===== config.mk =====
export PLATFORM = sky130hd
export DESIGN_NAME = mult_mat_vec_mac
export DESIGN_NICKNAME = d
export VERILOG_FILES = /design/src/rtl/mult_mat_vec_mac.sv
export SDC_FILE = /design/constraint.sdc
export NUM_CORES = 1
export LEC_CHECK = 0
export CORE_ASPECT_RATIO = 2
export CORE_MARGIN = 2
export CORE_UTILIZATION = 45
export DETAILED_ROUTE_END_ITERATION = 10
export HOLD_SLACK_MARGIN = 0.06
export PLACE_DENSITY = 0.71
export SLEW_MARGIN = 20
export SYNTH_ARGS = -nofsm -noshare
export SYNTH_HDL_FRONTEND = slang
export SYNTH_SLANG_ARGS = --single-unit
export TNS_END_PERCENT = 100

===== constraint.sdc =====
create_clock -name clk -period 4.95 [get_ports clk]
set_input_delay 0.7425 -clock clk [delete_from_list [all_inputs] [get_ports clk]]
set_output_delay 0.7425 -clock clk [all_outputs]
set_load 0.02 [all_outputs]

===== src/rtl/mult_mat_vec_mac.sv =====
// -----------------------------------------------------------------------------
// mult_mat_vec_mac
//
// Sequential matrix-vector multiplier: out = M x X.
// There is one multiply-accumulate lane per matrix row. All lanes step through
// the Ndata columns together, one column per clock. A complete result vector
// is registered every Ndata cycles, and the next pass follows with no idle
// cycles. There is no handshake and no enable.
//
// Optional build macro:
//   MULT_MAT_VEC_MAC_SIGNED_EN - when defined, M and X elements are treated as
//   two's-complement signed values. The accumulation and the result are then
//   two's complement. Sums wrap modulo 2^(2*Nbits) in both builds.
//
// Parameters:
//   Mdata - number of matrix rows (output elements), >= 1
//   Ndata - number of matrix columns (vector length), >= 1
//   Nbits - width of each M and X element
//
// Ports:
//   clk   - rising-edge clock
//   reset - asynchronous, active-high reset; clears the column counter, the
//           accumulators and out
//   M     - flat matrix; element (r,c) at [(r*Ndata+c)*Nbits +: Nbits]
//   X     - flat vector; element c at [c*Nbits +: Nbits]
//   out   - registered result; element r at [r*2*Nbits +: 2*Nbits]
// -----------------------------------------------------------------------------
module mult_mat_vec_mac #(
  parameter int Mdata = 4,
  parameter int Ndata = 4,
  parameter int Nbits = 8
) (
  input  logic                         clk,
  input  logic                         reset,
  input  logic [Mdata*Ndata*Nbits-1:0] M,
  input  logic [Ndata*Nbits-1:0]       X,
  output logic [Mdata*2*Nbits-1:0]     out
);

  localparam int PW = 2 * Nbits;
  localparam int KW = (Ndata > 1) ? $clog2(Ndata) : 1;
  localparam logic [KW-1:0] K_LAST = KW'(Ndata - 1);

  logic [KW-1:0]            r_k;
  logic [PW-1:0]            r_acc [Mdata];
  logic [Mdata*PW-1:0]      r_out;

  logic                     w_first;
  logic                     w_last;
  logic [Nbits-1:0]         w_x;
  logic [PW-1:0]            w_x_ext;
  logic [Nbits-1:0]         w_m   [Mdata];
  logic [PW-1:0]            w_m_ext [Mdata];
  logic [PW-1:0]            w_prod  [Mdata];
  logic [PW-1:0]            w_sum   [Mdata];

  assign w_first = (r_k == '0);
  assign w_last  = (r_k == K_LAST);

  // Column k of X is shared by all lanes.
  always_comb begin
    w_x = X[int'(r_k)*Nbits +: Nbits];
`ifdef MULT_MAT_VEC_MAC_SIGNED_EN
    w_x_ext = {{Nbits{w_x[Nbits-1]}}, w_x};
`else
    w_x_ext = {{Nbits{1'b0}}, w_x};
`endif
  end

  // Per-row MAC. Both operands are extended to 2*Nbits before the multiply.
  // The low 2*Nbits bits of that product equal the exact product, whether
  // the operands are signed or unsigned. This lets one multiplier shape
  // serve both builds.
  always_comb begin
    for (int r = 0; r < Mdata; r++) begin
      w_m[r] = M[(r*Ndata + int'(r_k))*Nbits +: Nbits];
`ifdef MULT_MAT_VEC_MAC_SIGNED_EN
      w_m_ext[r] = {{Nbits{w_m[r][Nbits-1]}}, w_m[r]};
`else
      w_m_ext[r] = {{Nbits{1'b0}}, w_m[r]};
`endif
      w_prod[r] = w_m_ext[r] * w_x_ext;
      // Column 0 starts a fresh pass, so the previous pass's total is ignored.
      w_sum[r]  = (w_first ? '0 : r_acc[r]) + w_prod[r];
    end
  end

  always_ff @(posedge clk or posedge reset) begin
    if (reset) begin
      r_k <= '0;
    end else if (w_last) begin
      r_k <= '0;
    end else begin
      r_k <= r_k + 1'b1;
    end
  end

  always_ff @(posedge clk or posedge reset) begin
    if (reset) begin
      for (int r = 0; r < Mdata; r++) begin
        r_acc[r] <= '0;
      end
    end else begin
      for (int r = 0; r < Mdata; r++) begin
        r_acc[r] <= w_sum[r];
      end
    end
  end

  // The result is captured from the final column's sum. It is not taken from
  // r_acc, so it appears on the same edge that completes the pass.
  always_ff @(posedge clk or posedge reset) begin
    if (reset) begin
      r_out <= '0;
    end else if (w_last) begin
      for (int r = 0; r < Mdata; r++) begin
        r_out[r*PW +: PW] <= w_sum[r];
      end
    end
  end

  assign out = r_out;

endmodule


==> run summary, run 1 <==
Status = complete, but fails checks
Failing checks = setup timing
Critical path, cell by cell = buf_12 > mux2_4 > o21ai_4 > buf_12 > nand2b_4 > fa_1 > fa_1 > inv_2 > fa_1 > inv_2 > fa_1 > inv_2 > ha_4 > o21ai_2 > nor2_2 > buf_6 > o31ai_4 > a31oi_1 > xor2_1 > mux2_4
Max_slew headroom = 54.4%
Final instance area = 22600 um2
Least-Margin Pin Slew = 0.685 ns
Clk slew on worst S/H paths = 0.07 ns
Gr usage total = 26.6%
Port Buf Inserts = 225
Top FF cell, synth = dfrtp_1
DRT Wirelength = 48000 um
Final Setup Violations = 46
Post-synth EDFFs = 0
Crit path depth = 20
Cells after Synth = 1643
Total number of vias = 13388
IO Pins = 226
FF-to-FF path depth = 20
Fin crit period = 5.29 ns
WHS = 0.507 ns
Max cap viols = 0
Buf/Inv on CP = 6
F_max = 189 MHz
Endpoint class of the critical path = register
Mapped Avg Cell Area = 9.48 um2
Internal power = 10700 uW
DP HPWL = 36000 um
CTS buffer count = 17
Comb pwr share = 82.7%
Distinct cells, synth = 53
Die X = 136 um
Placed Area = 20100 um2
Number of DRC markers in iteration 0 = 577
Largest net degree at the start of global routing = 67
Crit path DAT = 5.63 ns
Initial core utilization = 45.5%
Share of cells above drive strength 1 = 30.7%
Synthesized cell area = 15600 um2
First-pass GRT wire length = 73400 um
Routed WL per cell = 18.7 um
Dpl ws = -0.764 ns
RePlAce Congestion = 0.896
Maximum root-to-sink buffer count = 2
Vias per cell = 5.22
Clk root buf = clkbuf_16
Clock Skews = 0.0195 ns
# H-tree levels = 4
Crit path launch type = register
Multi-input gate area = 12000 um2
Detailed Routing Iterations Pass 1 = 5
WHS Path Cells = 1
Seq/Total Area, Yosys = 20.9%
Final slew viol count = 0
Final worst-path cycle share = 107%
Die Area = 36200 um2
Filler cells = 2613
ANT nets after route = 0
Sequential Power Share = 10.0%
Syn Nets = 2147
Row cnt = 96
CTS tree = built
Synth Register Bits = 130
Unrepaired setup endpoints after global routing = true
Synthesis Warnings = 0
Async SR Flop Fraction = 100%
Power per cell area = 859 nW/um2
Leakage = 0.0108 uW
Clock sink count = 130
Clock power share = 7.3%
Worst min path class = reg2reg
Slowest-stage cell, CP = fa_1
CP Class = reg2reg
Critical path data required time = 5.29 ns
Switch Pwr = 8690 uW
Initial antenna violation count = 1
Critical path's top delay family = adder cells
Area grow syn2layout = 45.0%
Number of global-route vias before repair = 15044
CP most frequent cell = fa_1
Congestion Overflow GR = 0
CP max stage delay = 0.58 ns
Switching portion of total power = 44.8%
Final hold violation count = 0
Worst-path fanout max = 8
Die Height = 267 um
Worst skew pair latency = 0.47 ns
Core area = 34200 um2
Register Area = 3260 um2
NumNets Final = 2617
Drt drc = 0
Setup ws final = -0.342 ns
Peak VDD IR = 0.000578 V
timing repair:
| action | in CTS | in global routing |
|---|---|---|
| resized for setup | 129 | 171 |
| pin swaps | 46 | 55 |
| gates cloned | 1 | 3 |
| hold buffers | 0 | 0 |
| setup endpoints to repair | 50 | 62 |
| setup buffers | 31 | 32 |
cells by family (layout without fill, tap and decap cells):
logic type | count (synthesis) | after routing | share of synthesized area (%)
xor gates and xnor gates | 49 | 49 | 2.76
and+or+nand+nor | 420 | 420 | 12.2
AOI/OAI and AO/OA | 168 | 168 | 6.98
other | 0 | 1 | 0
DFF | 130 | 130 | 20.9
buffers and inverters | 406 | 888 | 10.1
muxes | 128 | 128 | 9.93
adders and majority gates | 342 | 342 | 37.1
Yosys cell counts, drive strengths merged, types with 17 or more instances:
master | number | area (um2)
o21a | 32 | 241
nor2b | 38 | 238
nand2 | 128 | 480
nand2b | 51 | 319
nor2 | 163 | 612
and2 | 17 | 106
buf | 24 | 140
o21ai | 54 | 274
clkbuf | 28 | 105
mux2i | 28 | 280
fa | 200 | 4000
a21oi | 29 | 145
ha | 142 | 1780
dfrtp | 130 | 3250
xnor2 | 39 | 342
inv | 354 | 1330
mux2 | 88 | 995
sequential cells by signal (all words and copies together) (netlist names):
| name | cells |
|---|---|
| r_k | 2 |
| out | 64 |
| r_acc | 64 |
layout make-up:
type / instances / area share (%)
Antenna cell: 1 / 0.0111
Clock buffer: 20 / 2.07
Clock inverter: 11 / 0.787
Inverter: 354 / 5.93
Multi-Input combinational cell: 1107 / 53.3
Sequential cell: 130 / 14.4
Tap cell: 441 / 2.44
Timing Repair Buffer: 503 / 21.0
layout by cell type (no fill, tap or decap), types with 20 or more instances in the layout:
| cell | netlist | layout |
|---|---|---|
| xnor2_1 | 39 | 29 |
| nand2b_1 | 51 | 44 |
| o21a_1 | 31 | 24 |
| clkdlybuf4s50_1 | 0 | 221 |
| nand2_1 | 128 | 114 |
| buf_4 | 4 | 230 |
| nor2_1 | 163 | 147 |
| o21ai_2 | 1 | 24 |
| buf_6 | 2 | 21 |
| clkbuf_16 | 0 | 20 |
| mux2_2 | 87 | 74 |
| inv_2 | 0 | 40 |
| fa_1 | 200 | 181 |
| nor2b_1 | 38 | 32 |
| dfrtp_1 | 130 | 128 |
| mux2i_1 | 28 | 27 |
| ha_1 | 142 | 106 |
| inv_1 | 354 | 311 |
| ha_4 | 0 | 32 |
per-layer routing:
metal  part of all wire (%)  up-vias  GRT usage, %
li1                       -     6044             -
met1                     32     6621          25.6
met2                     54      508          49.4
met3                    5.3      215          4.62
met4                    8.1        0          19.5
met5                      0        -             0
path summary, 6_finish.rpt:
kind                            startpoint       to  slack [ns]
min in group asynchronous            reset  out[46]        0.75
worst max-delay path                r_k[1]  out[29]       -0.34
worst max register to register      r_k[1]  out[29]       -0.34
worst min register to register     out[55]  out[55]        0.51
worst min-delay path               out[55]  out[55]        0.51
max in group asynchronous            reset  out[31]        3.22
power groups by stage:
stage	Sequential [uW]	Clock [uW]	Combinational, uW
2_1_floorplan	2190	0	7470
3_3_place_gp	1950	0	12100
3_5_place_dp	1960	0	12400
4_1_cts	1940	1440	13900
5_1_grt	1990	1480	17500
6_report	1940	1420	16000
stage by stage:
stage	TNS, ns	cells	power (uW)	util (%)
5_1_grt	-14.70	2567	20900	66.0
3_5_place_dp	-37.21	2469	14300	58.7
6_report	-8.24	2567	19400	66.0
4_1_cts	-4.36	2532	17300	63.1
2_1_floorplan	-0.316	1643	9650	-
3_3_place_gp	-34.90	2469	14100	58.7
No activity file was read; power rests on OpenSTA's default activity.
==> run 2: changes to the inputs <==
CTS_CLUSTER_SIZE = 14   (was default)
HOLD_SLACK_MARGIN = 0.03   (was 0.06)
==> results of run 2 <==
The final DEF is identical to that of run 1; final timing and power are the same.
==> run 3: changes to the inputs <==
GPL_TIMING_DRIVEN = 0   (was default)
==> run 3 against run 2 <==
The flow still finishes with violations (setup timing). Total power fell by 6.6%. Via count barely moved. Worst hold slack lost 0.0015 ns. Sequential power about the same. Fmax is 2.3% lower. Clock power decreased by 5%. Combinational power down 7%. Clock skew shrank 0.010 ns. Wire length grew 14%. Global-route usage grew 4.1 points.
==> run summary, run 3 (synthesis results as in run 1) <==
Initial core utilization = 45.5% (unchanged)
Drt drc = 0 (unchanged)
Fin crit period = 5.42 ns (was 5.29 ns)
Least-Margin Pin Slew = 1.03 ns (was 0.685 ns)
Critical path data required time = 5.29 ns (about the same)
Dpl ws = -1.49 ns (was -0.764 ns)
Final instance area = 22100 um2 (was 22600 um2)
Row cnt = 96 (unchanged)
Status = complete, but fails checks (unchanged)
IO Pins = 226 (unchanged)
F_max = 185 MHz (was 189 MHz)
Final hold violation count = 0 (unchanged)
NumNets Final = 2514 (was 2617)
Critical path, cell by cell = buf_6 > bufbuf_16 > mux2_4 > o21ai_4 > buf_4 > buf_4 > nor2_1 > fa_1 > fa_1 > fa_1 > inv_2 > fa_1 > inv_2 > ha_4 > o21a_1 > o21ai_2 > o31a_1 > o21ai_2 > xor2_1 > mux2_4 (was buf_12 > mux2_4 > o21ai_4 > buf_12 > nand2b_4 > fa_1 > fa_1 > inv_2 > fa_1 > inv_2 > fa_1 > inv_2 > ha_4 > o21ai_2 > nor2_2 > buf_6 > o31ai_4 > a31oi_1 > xor2_1 > mux2_4)
Port Buf Inserts = 225 (unchanged)
Endpoint class of the critical path = register (unchanged)
Clock Skews = 0.00945 ns (was 0.0195 ns)
Power per cell area = 820 nW/um2 (was 859 nW/um2)
Die Height = 267 um (unchanged)
CTS buffer count = 17 (unchanged)
Routed WL per cell = 22.2 um (was 18.7 um)
Maximum root-to-sink buffer count = 2 (unchanged)
Die X = 136 um (unchanged)
CP most frequent cell = fa_1 (unchanged)
RePlAce Congestion = 0.944 (was 0.896)
CP max stage delay = 0.52 ns (was 0.58 ns)
Die Area = 36200 um2 (unchanged)
Clk slew on worst S/H paths = 0.06 ns (was 0.07 ns)
Number of global-route vias before repair = 14716 (was 15044)
Share of cells above drive strength 1 = 27.1% (was 30.7%)
Peak VDD IR = 0.000574 V (was 0.000578 V)
DP HPWL = 39500 um (was 36000 um)
Final slew viol count = 0 (unchanged)
Slowest-stage cell, CP = fa_1 (unchanged)
ANT nets after route = 0 (unchanged)
First-pass GRT wire length = 81400 um (was 73400 um)
Failing checks = setup timing (unchanged)
Placed Area = 18700 um2 (was 20100 um2)
Area grow syn2layout = 41.7% (was 45.0%)
Crit path launch type = register (unchanged)
Clk root buf = clkbuf_16 (unchanged)
DRT Wirelength = 54700 um (was 48000 um)
Final Total Pwr = 18100 uW (was 19400 uW)
Largest net degree at the start of global routing = 97 (was 67)
Gr usage total = 30.7% (was 26.6%)
Vias per cell = 5.43 (was 5.22)
Detailed Routing Iterations Pass 1 = 5 (unchanged)
Worst min path class = reg2reg (unchanged)
CP Class = reg2reg (unchanged)
Worst-path fanout max = 5 (was 8)
Max cap viols = 0 (unchanged)
Congestion Overflow GR = 0 (unchanged)
Max_slew headroom = 31.3% (was 54.4%)
Crit path DAT = 5.75 ns (was 5.63 ns)
Worst skew pair latency = 0.46 ns (was 0.47 ns)
Final Setup Violations = 58 (was 46)
CTS tree = built (unchanged)
Initial antenna violation count = 1 (unchanged)
Number of DRC markers in iteration 0 = 771 (was 577)
Final worst-path cycle share = 109% (was 107%)
Leakage = 0.0103 uW (was 0.0108 uW)
ANT cells = 0 (was 1)
Most common cell after layout, fill and taps aside = inv_1 (unchanged)
Unrepaired setup endpoints after global routing = true (unchanged)
Most frequent cells in the layout = inv_1, clkdlybuf4s50_1, fa_1 (was inv_1, buf_4, clkdlybuf4s50_1)
# H-tree levels = 4 (unchanged)
Setup ws final = -0.468 ns (was -0.342 ns)
Clock sink count = 130 (unchanged)
Total number of vias = 13381 (was 13388)
Core area = 34200 um2 (unchanged)
[run 3: path summary, 6_finish.rpt]
path                          from       to  slack, ns  cells past startpoint
setup / recovery            r_k[1]  out[62]      -0.47                     20
hold / removal             out[61]  out[61]       0.51                      1
setup reg to reg            r_k[1]  out[62]      -0.47                     20
hold reg to reg            out[61]  out[61]       0.51                      1
max in group asynchronous    reset   r_k[0]       3.40                      3
min in group asynchronous    reset  out[40]       0.65                      2
[run 3: worst max-delay path: cells and delay by family (launching register included)]
family	cells	cell delay (ns)
DFF	1	0.39
xor gates and xnor gates	1	0.19
buffers and inverters	6	0.85
AOI/OAI and AO/OA	5	0.92
and+or+nand+nor	1	0.08
adders and majority gates	5	2.25
muxes	2	0.60
[run 3: layout make-up]
| cell class | instances | area, um2 |
|---|---|---|
| clock buffers | 18 | 439 |
| plain buffers | 50 | 659 |
| well taps | 441 | 552 |
| clock inverters | 13 | 161 |
| flip-flops and latches | 130 | 3250 |
| fillers | 2766 | 12200 |
| repair buffers | 350 | 3430 |
| inverters | 354 | 1360 |
| multi-input cells | 1107 | 12200 |
[run 3: stage by stage]
step                cells  utilization (%)  TNS, ns  hold WS (ns)
floorplan            1643                -   -0.316         0.575
global placement     2309             54.6  -265.82         0.472
detailed placement   2310             54.7   -91.38         0.488
CTS                  2433             62.2    -8.42         0.499
global route         2463             64.4   -19.47         0.515
finish               2463             64.4   -12.48         0.505
[run 3: repair_timing]
item / 4_1_cts / 5_1_grt
pin swaps: 79 / 57
gates cloned: 5 / 1
endpoints found under the setup margin: 97 / 67
gates resized for setup: 264 / 130
setup buffers: 89 / 29
hold buffers: 0 / 0
endpoints found under the hold margin: 0 / 0
[run 3: layer usage]
metal	global-route usage [%]	wire [um]
met5	0	11
met2	55.5	28600
met3	6.12	3490
met1	30.7	17800
met4	22.0	4800
[run 3: power by group]
group	internal (uW)	switching, uW
Clock	801	547
Combinational	7130	7690
Sequential	1690	245
